===== src/rtl/resource_port.sv =====
// rtl/resource_port.sv - routes the granted client's write stream onto one shared channel
module resource_port #(
  parameter int DW       = 8,
  parameter int CW       = 8,
  parameter int HOLD_MAX = 15
) (
  input  logic          clk,
  input  logic          rst,
  input  logic [2:0]    ack,
  input  logic [2:0]    wr_valid,
  input  logic [DW-1:0] wr_data_a,
  input  logic [DW-1:0] wr_data_b,
  input  logic [DW-1:0] wr_data_c,
  output logic [2:0]    wr_ready,
  output logic          out_valid,
  output logic [DW-1:0] out_data,
  output logic [1:0]    out_owner,
  input  logic          out_ready,
  output logic          busy,
  output logic          conflict,
  output logic          overrun,
  output logic [CW-1:0] grant_cnt_a,
  output logic [CW-1:0] grant_cnt_b,
  output logic [CW-1:0] grant_cnt_c
);

  localparam int HW = $clog2(HOLD_MAX + 1);
  localparam logic [HW-1:0] HMAX = HW'(HOLD_MAX);

  typedef enum logic [1:0] {IDLE, OWN, DRAIN, ERR} state_t;

  state_t        state, state_nxt;
  logic [1:0]    owner, owner_nxt;
  logic [HW-1:0] hold_cnt, hold_nxt;
  logic [2:0]    owner_mask;
  logic [1:0]    ack_idx;
  logic          ack_single;
  logic          ack_multi;
  logic          own_ready;
  logic          accept;
  logic          drain;
  logic [DW-1:0] sel_data;
  logic          set_conflict;
  logic [2:0]    grant_inc;
  logic          hold_clr;

  // Decode owner into a one-hot mask, pick its write data and classify the grant vector
  always_comb begin
    owner_mask = 3'b000;
    sel_data   = '0;
    case (owner)
      2'd0: begin owner_mask = 3'b001; sel_data = wr_data_a; end
      2'd1: begin owner_mask = 3'b010; sel_data = wr_data_b; end
      2'd2: begin owner_mask = 3'b100; sel_data = wr_data_c; end
      default: begin owner_mask = 3'b000; sel_data = '0; end
    endcase
    ack_single = 1'b0;
    ack_idx    = 2'd0;
    case (ack)
      3'b001: begin ack_single = 1'b1; ack_idx = 2'd0; end
      3'b010: begin ack_single = 1'b1; ack_idx = 2'd1; end
      3'b100: begin ack_single = 1'b1; ack_idx = 2'd2; end
      default: begin ack_single = 1'b0; ack_idx = 2'd0; end
    endcase
    ack_multi = (ack != 3'b000) && !ack_single;
  end

  assign own_ready = !out_valid || out_ready;
  assign drain     = out_valid && out_ready;
  assign accept    = (state == OWN) && ((wr_valid & owner_mask) != 3'b000) && own_ready;
  assign hold_nxt  = (hold_cnt == HMAX) ? hold_cnt : hold_cnt + HW'(1);
  assign busy      = (state != IDLE);

  // Next-state, ready generation and event strobes for the ownership FSM
  always_comb begin
    state_nxt    = state;
    owner_nxt    = owner;
    set_conflict = 1'b0;
    grant_inc    = 3'b000;
    hold_clr     = 1'b0;
    wr_ready     = 3'b000;
    case (state)
      IDLE: begin
        if (ack_single) begin
          state_nxt = OWN;
          owner_nxt = ack_idx;
          grant_inc = ack;
          hold_clr  = 1'b1;
        end else if (ack_multi) begin
          state_nxt    = ERR;
          set_conflict = 1'b1;
        end
      end
      OWN: begin
        wr_ready = owner_mask & {3{own_ready}};
        // A foreign grant is a hard error even if the owner is releasing at the same time
        if ((ack & ~owner_mask) != 3'b000) begin
          state_nxt    = ERR;
          set_conflict = 1'b1;
        end else if ((ack & owner_mask) == 3'b000) begin
          state_nxt = (!out_valid || drain) ? IDLE : DRAIN;
        end
      end
      DRAIN: begin
        if (ack != 3'b000) begin
          state_nxt    = ERR;
          set_conflict = 1'b1;
        end else if (drain) begin
          state_nxt = IDLE;
        end
      end
      ERR: begin
        state_nxt = ERR;
      end
      default: begin
        state_nxt = IDLE;
      end
    endcase
  end

  // FSM state and current owner
  always_ff @(posedge clk or negedge rst) begin
    if (!rst) begin
      state <= IDLE;
      owner <= 2'd3;
    end else begin
      state <= state_nxt;
      owner <= owner_nxt;
    end
  end

  // Shared output channel register; holds steady under backpressure
  always_ff @(posedge clk or negedge rst) begin
    if (!rst) begin
      out_valid <= 1'b0;
      out_data  <= '0;
      out_owner <= 2'd0;
    end else if (accept) begin
      out_valid <= 1'b1;
      out_data  <= sel_data;
      out_owner <= owner;
    end else if (drain) begin
      out_valid <= 1'b0;
    end
  end

  // Ownership hold counter and sticky error flags
  always_ff @(posedge clk or negedge rst) begin
    if (!rst) begin
      hold_cnt <= '0;
      conflict <= 1'b0;
      overrun  <= 1'b0;
    end else begin
      if (hold_clr) begin
        hold_cnt <= '0;
      end else if (state == OWN) begin
        hold_cnt <= hold_nxt;
      end
      if (set_conflict) begin
        conflict <= 1'b1;
      end
      if ((state == OWN) && (hold_nxt == HMAX)) begin
        overrun <= 1'b1;
      end
    end
  end

  // Saturating per-client grant counters
  always_ff @(posedge clk or negedge rst) begin
    if (!rst) begin
      grant_cnt_a <= '0;
      grant_cnt_b <= '0;
      grant_cnt_c <= '0;
    end else begin
      if (grant_inc[0] && (grant_cnt_a != {CW{1'b1}})) grant_cnt_a <= grant_cnt_a + CW'(1);
      if (grant_inc[1] && (grant_cnt_b != {CW{1'b1}})) grant_cnt_b <= grant_cnt_b + CW'(1);
      if (grant_inc[2] && (grant_cnt_c != {CW{1'b1}})) grant_cnt_c <= grant_cnt_c + CW'(1);
    end
  end

endmodule


===== config.mk =====
export PLATFORM = sky130hd
export DESIGN_NAME = resource_port
export DESIGN_NICKNAME = d
export VERILOG_FILES = /design/src/rtl/resource_port.sv
export SDC_FILE = /design/constraint.sdc
export NUM_CORES = 1
export LEC_CHECK = 0
export CAP_MARGIN = 40
export CORE_MARGIN = 1
export CORE_UTILIZATION = 51
export CTS_CLUSTER_SIZE = 14
export DETAILED_ROUTE_END_ITERATION = 16
export PLACE_DENSITY = 0.84
export SLEW_MARGIN = 20
export SYNTH_ARGS = -nofsm -noshare
export SYNTH_HDL_FRONTEND = slang
export SYNTH_SLANG_ARGS = --single-unit

===== constraint.sdc =====
create_clock -name clk -period 4.29 [get_ports clk]
set_clock_uncertainty 0.15 [all_clocks]
set_input_delay 0.429 -clock clk [delete_from_list [all_inputs] [get_ports clk]]
set_output_delay 0.429 -clock clk [all_outputs]
set_load 0.02 [all_outputs]

==> metrics, run 1 <==
status finished with violations; failing checks DRC; worst endpoint required time 3.71 ns; R2R depth 4; port bufs 73; Tcrit/Tclk final 71.4%; initial drt markers 105; Total Nets Final 345; Hold Path Sink overrun$_DFFE_PN0P_; maximum VDD drop 273 uV; GP Congestion 0.796; largest net degree at the start of global routing 27; Worst R2R Start owner[1]$_DFFE_PN1P_; clk slew on worst S/H paths 0.07 ns; # IOs 74; Yosys reg bits 45; hpwl dp 4080 microns; Die Area 5080 sq um; Initial Util 54.7%; CTS Buffer Depth 2; Crit Path Category reg -> out; area of the multi-input gates 1230 sq um; CP arrival 2.49 ns; CTS root buf clkbuf_8; CP max FO 19; core area 4470 sq um; ratio of cells with drive above 1 in the final layout 10.7%; Reg2Reg Setup Slack 1.80 ns; clk_lat worst skew 0.29 ns; Mapped Area 2450 sq um; final antenna-violating net count 0; initial antenna violation count 0; HP Start overrun$_DFFE_PN0P_; Area Growth Syn to Fin 34.3%; H-tree Lvls 2; Worst Hold Depth 1; CP startpoint kind flip-flop; final wirelength 5410 microns; sequential area share after synthesis 46.1%; Num CTS Buffers 5; warnings from Yosys 0; Post-CTS Resized 0; clk sinks 45; Post-Syn Area per Cell 10.4 sq um; Final setup viols 0; diodes inserted 0; Die Y 71.3 microns; RSZ-0062 raised after global routing false; post-synth top area cell dfrtp_1; ranking of synthesized cells by area dfrtp_1, mux2_2, xor2_1; first-pass GRT wire length 9090 microns; Worst slew margin 52.7%; max-slew violations 0; Setup Total Neg Slack 0 ns; top-area cell type share of the netlist area 44.0%; Post-CTS Hold Fix Bufs 1; R2R Path End out_data[2]$_DFFE_PN0P_; FMAX 0.326 GHz; Die W 71.3 microns; Leakage 1.39 nW; via count of the first global-routing pass 1983; Max Cap Viol 0; DRC Markers 9; Filler cells 346; HP Class reg -> reg; pwr dens 290 nW/um^2; final hold vios 0; postcts setup bufs 0; total track usage 22.5%; count of cell types in the netlist 50; worst slew pin tran 0.709 ns; Syn Nets 273; TritonCTS clock tree yes; hold slack final 0.324 ns; Pre-antenna DRT Iters 10; routed len/inst 15.0 microns; min cycle time layout 3.06 ns; global route overflow 0; Post-Syn Instances 236; DR vias/cell 5.63; Vias 2034; Worst Setup End Kind primary output; FF/Latch Area 1130 sq um; Std-Cell Rows 24
-- stage by stage --
step | std cells | instance area (sq um) | util [%] | power (mW) | setup WS [ns]
after floorplan | 236 | 2450 | - | 0.612 | 2.34
after global placement | 351 | 3180 | 71.0 | 0.701 | 1.59
after detailed placement | 352 | 3200 | 71.4 | 0.715 | 1.51
after CTS | 361 | 3290 | 73.4 | 0.961 | 1.21
after global routing | 361 | 3290 | 73.4 | 0.999 | 1.13
final | 361 | 3290 | 73.4 | 0.952 | 1.23
-- cell usage after synthesis, drive strengths merged --
| library cell | instances |
|---|---|
| nor4 | 6 |
| a21o | 1 |
| nand3 | 12 |
| nor2b | 2 |
| nor3 | 12 |
| buf | 8 |
| nor2 | 14 |
| xor2 | 13 |
| xnor2 | 6 |
| maj3 | 1 |
| a32o | 2 |
| and3b | 1 |
| and4b | 1 |
| clkbuf | 2 |
| and4 | 1 |
| mux2 | 16 |
| o21ai | 15 |
| o21a | 1 |
| o41ai | 1 |
| o2111ai | 1 |
| a211oi | 2 |
| or3 | 2 |
| a2111oi | 1 |
| and3 | 3 |
| ha | 4 |
| dfrtp | 43 |
| nand4 | 5 |
| o211ai | 1 |
| nor4b | 2 |
| dfstp | 2 |
| a31oi | 1 |
| a21oi | 4 |
| inv | 7 |
| nand2 | 23 |
| mux2i | 10 |
| nand2b | 5 |
| nor3b | 1 |
| or3b | 1 |
| a211o | 1 |
| o2bb2ai | 1 |
| a31o | 1 |
-- worst max-delay path by stage --
| stage | start | end | slack [ns] | depth (start not counted) |
|---|---|---|---|---|
| 5_1_grt | owner[1]$_DFFE_PN1P_ | wr_ready[2] | 1.13 | 3 |
| 6_report | owner[1]$_DFFE_PN1P_ | wr_ready[2] | 1.23 | 3 |
| 3_5_place_dp | ack[0] | state[1]$_DFFE_PN0P_ | 1.51 | 5 |
| 3_3_place_gp | owner[1]$_DFFE_PN1P_ | wr_ready[2] | 1.59 | 3 |
| 2_1_floorplan | ack[0] | grant_cnt_b[7]$_DFFE_PN0P_ | 2.34 | 5 |
| 4_1_cts | owner[1]$_DFFE_PN1P_ | wr_ready[2] | 1.21 | 3 |
-- flip-flops by register name (all words and copies together), names as in the netlist --
signal / flops
hold_cnt: 4
grant_cnt_b: 8
overrun: 1
grant_cnt_a: 8
grant_cnt_c: 8
owner: 2
state: 2
out_owner: 2
out_data: 8
conflict: 1
out_valid: 1
-- cells by family after synthesis --
family / after synthesis / share of synthesized area, %
flip-flops: 45 / 46.1
buffers and inverters: 17 / 3.63
adder cells (fa/ha/maj): 5 / 2.45
AND/OR/NAND/NOR: 91 / 20.6
multiplexers: 26 / 11.6
XOR/XNOR: 19 / 6.80
AO/OA/AOI/OAI: 33 / 8.85
-- worst max-delay path, stage by stage (launching register included) --
cell and delay [ns]:
dfstp_2 0.71, nor2b_1 0.63, and3_1 0.26, clkdlybuf4s50_1 0.60
-- layout by cell type, fill, tap and decap left out, types with 2 or more instances in the layout --
master and instances:
a211oi_1 2, a21oi_1 4, a32o_1 2, and3_1 3, clkbuf_1 3, clkbuf_8 5, clkdlybuf4s50_1 72, dfrtp_1 43
dfstp_2 2, ha_1 4, inv_1 6, mux2_2 14, mux2i_1 10, nand2_1 23, nand2b_1 5, nand3_1 10
nand3_2 2, nand4_1 5, nor2_1 14, nor2b_1 2, nor3_1 12, nor4_1 4, nor4b_1 2, o21ai_0 13
o21ai_1 2, or3_1 2, xnor2_1 6, xor2_1 13
-- power breakdown --
group | internal [mW] | switching [mW] | total, mW
Combinational | 0.115 | 0.0967 | 0.212
Sequential | 0.461 | 0.0341 | 0.495
Clock | 0.116 | 0.129 | 0.245
Total | 0.692 | 0.260 | 0.952
-- metal layers --
metal	part of all wire, %	track usage [%]
met5	0	0
met4	1.4	5.78
met3	7.4	6.19
met2	48	36.5
met1	43	30.0
-- area by class of cell --
class / count / area share [%]
flip-flops and latches: 45 / 34.3
well taps: 52 / 1.98
repair buffers: 75 / 23.0
clock buffers: 8 / 2.44
inverters: 7 / 0.800
multi-input cells: 174 / 37.4
Power figures use the tool's default switching activity.
==> inputs of run 2 (changes only) <==
Settings changed: CORE_UTILIZATION 51 to 47, PLACE_DENSITY 0.84 to 0.78.
Clock period 4.29 ns to 2.96 ns, I/O delays scaled along.
==> metrics, run 2 (synthesis gave the netlist of run 1 again) <==
largest net degree at the start of global routing 25; ratio of cells with drive above 1 in the final layout 11.6%; R2R depth 4; CP arrival 2.02 ns; CP startpoint kind flip-flop; Final setup viols 0; post-route cell area 3330 sq um; worst-path cell chain nor2b_1, and3_1, clkdlybuf4s50_1; Pre-antenna DRT Iters 4; HP Start overrun$_DFFE_PN0P_; Filler cells 408; Hold Path Sink overrun$_DFFE_PN0P_; dpl cells 369; Die W 74.2 microns; Reg2Reg Setup Slack 0.62 ns; final antenna-violating net count 0; Crit Path Category reg -> out; # IOs 74; pwr dens 416 nW/um^2; routed len/inst 14.0 microns; maximum VDD drop 505 uV; CTS Buffer Depth 2; Worst Hold Depth 1; Std-Cell Rows 25; worst slew pin tran 0.653 ns; Die Area 5500 sq um; most common cell after layout, fill and taps aside clkdlybuf4s50_1; HP Class reg -> reg; Area Growth Syn to Fin 36.2%; final non-filler cell total 377; max-slew violations 0; clk sinks 45; DRC Markers 0; Total Nets Final 347; initial drt markers 111; Worst R2R Start owner[0]$_DFFE_PN1P_; CTS root buf clkbuf_8; Worst slew margin 56.4%; global route overflow 0; GP Congestion 0.764; Tcrit/Tclk final 83.2%; FF/Latch Area 1130 sq um; placed cell area 3240 sq um; Initial Util 50.2%; H-tree Lvls 2; CP max FO 19; CP max stage delay 0.74 ns; diodes inserted 0; FMAX 0.406 GHz; via count of the first global-routing pass 1913; R2R Path End state[1]$_DFFE_PN0P_; total track usage 20.7%; first-pass GRT wire length 8670 microns; most frequent cells in the layout clkdlybuf4s50_1, dfrtp_1, nand2_1; worst endpoint required time 2.51 ns; crit path max-delay cell type dfstp_2; status finished clean; DR vias/cell 5.32; port bufs 73; RSZ-0062 raised after global routing false; Vias 2006; Setup Total Neg Slack 0 ns; clk_lat worst skew 0.28 ns; Num CTS Buffers 5; hpwl dp 3990 microns; min cycle time layout 2.46 ns; area of the multi-input gates 1230 sq um; Die Y 74.2 microns; Worst Setup End Kind primary output; clk slew on worst S/H paths 0.07 ns; core area 4880 sq um; final hold vios 0; TritonCTS clock tree yes; initial antenna violation count 0; Max Cap Viol 0; final wirelength 5280 microns; Leakage 1.41 nW
==> run 2: stage by stage <==
step	power, mW	worst slack, ns	hold WS (ns)	utilization, %
2_1_floorplan	0.886	1.07	-0.150	-
3_3_place_gp	1.02	0.450	0.313	65.8
3_5_place_dp	1.03	0.272	0.161	66.3
4_1_cts	1.40	0.468	0.340	68.3
5_1_grt	1.46	0.410	0.360	68.3
6_report	1.39	0.498	0.340	68.3
==> run 2: worst max-delay path: cells and delay by family, from the launching register on <==
family                 cells  cell delay, ns
buffers and inverters      1            0.60
DFF                        1            0.74
and+or+nand+nor            2            0.39
==> run 2: worst max path at each step <==
stage,depth (start not counted),start,to
2_1_floorplan,6,owner[1]$_DFFE_PN1P_,out_data[0]$_DFFE_PN0P_
3_3_place_gp,5,ack[0],grant_cnt_b[7]$_DFFE_PN0P_
3_5_place_dp,5,ack[0],state[1]$_DFFE_PN0P_
4_1_cts,3,owner[0]$_DFFE_PN1P_,wr_ready[1]
5_1_grt,3,owner[1]$_DFFE_PN1P_,wr_ready[2]
6_report,3,owner[1]$_DFFE_PN1P_,wr_ready[2]
==> run 2: what timing repair did <==
| item | CTS | global route |
|---|---|---|
| hold endpoints to repair | 21 | 0 |
| gates resized for setup | 0 | 0 |
| hold buffers | 1 | 0 |
| buffers inserted | 0 | 0 |
==> run 2: where the power goes <==
part	total [mW]	internal [mW]	switching, mW	leakage [nW]
combinational	0.303	0.167	0.136	0.789
clock	0.366	0.185	0.181	0.0443
sequential	0.717	0.668	0.0486	0.580
total	1.39	1.02	0.365	1.41
==> run 2: final cells by class <==
cell class              instances  share of cell area [%]
clock buffers                   7                    2.59
inverters                       7                   0.788
multi-input cells             174                    36.9
flip-flops and latches         45                    33.9
well taps                      67                    2.52
repair buffers                 77                    23.3
==> run 2: layer usage <==
| metal | GRT usage, % | share of wire (%) | vias up |
|---|---|---|---|
| li1 | - | - | 993 |
| met1 | 26.8 | 44 | 951 |
| met2 | 34.8 | 48 | 58 |
| met3 | 4.74 | 7.5 | 4 |
| met4 | 5.77 | 0.68 | 0 |
| met5 | 0 | 0 | - |
==> inputs of run 3 (changes only) <==
Settings changed: CORE_UTILIZATION 47 to 42, PLACE_DENSITY 0.78 to 0.74.
Clock period 2.96 ns to 2 ns, I/O delays scaled along.
==> metrics, run 3 (synthesis gave the netlist of run 1 again) <==
status finished clean; Setup Total Neg Slack 0 ns; Pre-antenna DRT Iters 4; final non-filler cell total 405; TritonCTS clock tree yes; CP max stage delay 0.66 ns; DRC Markers 0; initial antenna violation count 0; min cycle time layout 1.91 ns; Total Nets Final 370; Power Total 2.09 mW; global route overflow 0; Die W 78.3 microns; RSZ-0062 raised after global routing true; via count of the first global-routing pass 2173; Initial Util 43.9%; CTS Buffer Depth 2; CP max FO 10; clk slew on worst S/H paths 0.08 ns; largest net degree at the start of global routing 27; worst-path cell chain nor2b_2, and3_1, dlygate4sd2_1; postcts setup bufs 0; H-tree Lvls 2; total track usage 20.0%; ratio of cells with drive above 1 in the final layout 18.9%; hpwl dp 4360 microns; core area 5570 sq um; worst endpoint required time 1.65 ns; GP Congestion 0.804; Bufs and invs on worst path 1; FMAX 0.524 GHz; final antenna-violating net count 0; final hold vios 0; final wirelength 5670 microns; first-pass GRT wire length 9800 microns; CP arrival 1.56 ns; max-slew violations 0; Leakage 1.54 nW; Std-Cell Rows 27; Final setup viols 0; Worst R2R Start owner[0]$_DFFE_PN1P_; # IOs 74; most frequent cells in the layout clkdlybuf4s50_1, dfrtp_1, buf_4; CTS root buf clkbuf_8; Vias 2125; Num CTS Buffers 5; port bufs 73; pwr dens 591 nW/um^2; crit path max-delay cell type dfstp_2; clk sinks 45; Crit Path Category reg -> out; Max Cap Viol 0; maximum VDD drop 403 uV; Tcrit/Tclk final 95.4%; clk_lat worst skew 0.29 ns; crit-path leading delay family flip-flops; Filler cells 490; Die Y 78.3 microns; most common cell after layout, fill and taps aside clkdlybuf4s50_1; Worst slew margin 68.7%; DR vias/cell 5.25; initial drt markers 88; min setup slack post-route 0.0930 ns; pre-CTS WS -0.238 ns; worst slew pin tran 0.469 ns; Die Area 6140 sq um; diodes inserted 0; Worst Setup SP owner[0]$_DFFE_PN1P_; Area Growth Syn to Fin 44.3%; routed len/inst 14.0 microns; Worst Setup End Kind primary output; HP Class in -> async; CP startpoint kind flip-flop; dpl cells 397
[run 3: cell count changes in the layout (fill, tap and decap cells not counted), moves of 2 or more]
cell | before | now
nor2b_1 | 2 | 0
dlygate4sd2_1 | 0 | 2
nor2b_2 | 0 | 2
clkdlybuf4s50_1 | 72 | 69
buf_4 | 2 | 24
buf_12 | 0 | 2
[run 3: per-layer routing]
layer / track usage [%] / part of all wire, %
met1: 24.9 / 45
met2: 35.1 / 49
met3: 3.95 / 6.1
met4: 5.56 / 0.67
met5: 0 / 0
[run 3: path summary, 6_finish.rpt]
path	endpoint	depth (start not counted)	slack, ns
worst min-delay path	hold_cnt[3]$_DFFE_PN0P_	2	0.25
worst max register to register	out_owner[0]$_DFFE_PN0P_	4	0.12
worst min register to register	overrun$_DFFE_PN0P_	1	0.33
worst max-delay path	wr_ready[2]	3	0.09
max in group asynchronous	owner[1]$_DFFE_PN1P_	3	0.88
min in group clk	overrun$_DFFE_PN0P_	1	0.33
[run 3: where the power goes]
| group | switching [mW] | internal [mW] | leakage, nW | total (mW) |
|---|---|---|---|---|
| Combinational | 0.213 | 0.260 | 0.915 | 0.473 |
| Clock | 0.291 | 0.275 | 0.0443 | 0.566 |
| Sequential | 0.0614 | 0.989 | 0.580 | 1.05 |
[run 3: repair_timing]
action | in CTS | in global routing
gates resized for setup | 5 | 6
endpoints found under the hold margin | 19 | 0
hold buffers | 1 | 0
endpoints found under the setup margin | 4 | 3
[run 3: cell type report]
class / instances / area, sq um / area share, %
Sequential cell: 45 / 1130 / 32.0
Tap cell: 72 / 90.1 / 2.55
Inverter: 7 / 26.3 / 0.744
Multi-Input combinational cell: 174 / 1250 / 35.4
Clock buffer: 7 / 86.3 / 2.44
Timing Repair Buffer: 100 / 952 / 27.0
[run 3: through the flow]
step,area [sq um],hold WS [ns],util [%]
finish,3530,0.247,63.4
global route,3530,0.293,63.4
CTS,3520,0.250,63.2
detailed placement,3420,0.0350,61.4
global placement,3420,0.0334,61.4
floorplan,2450,-0.246,-
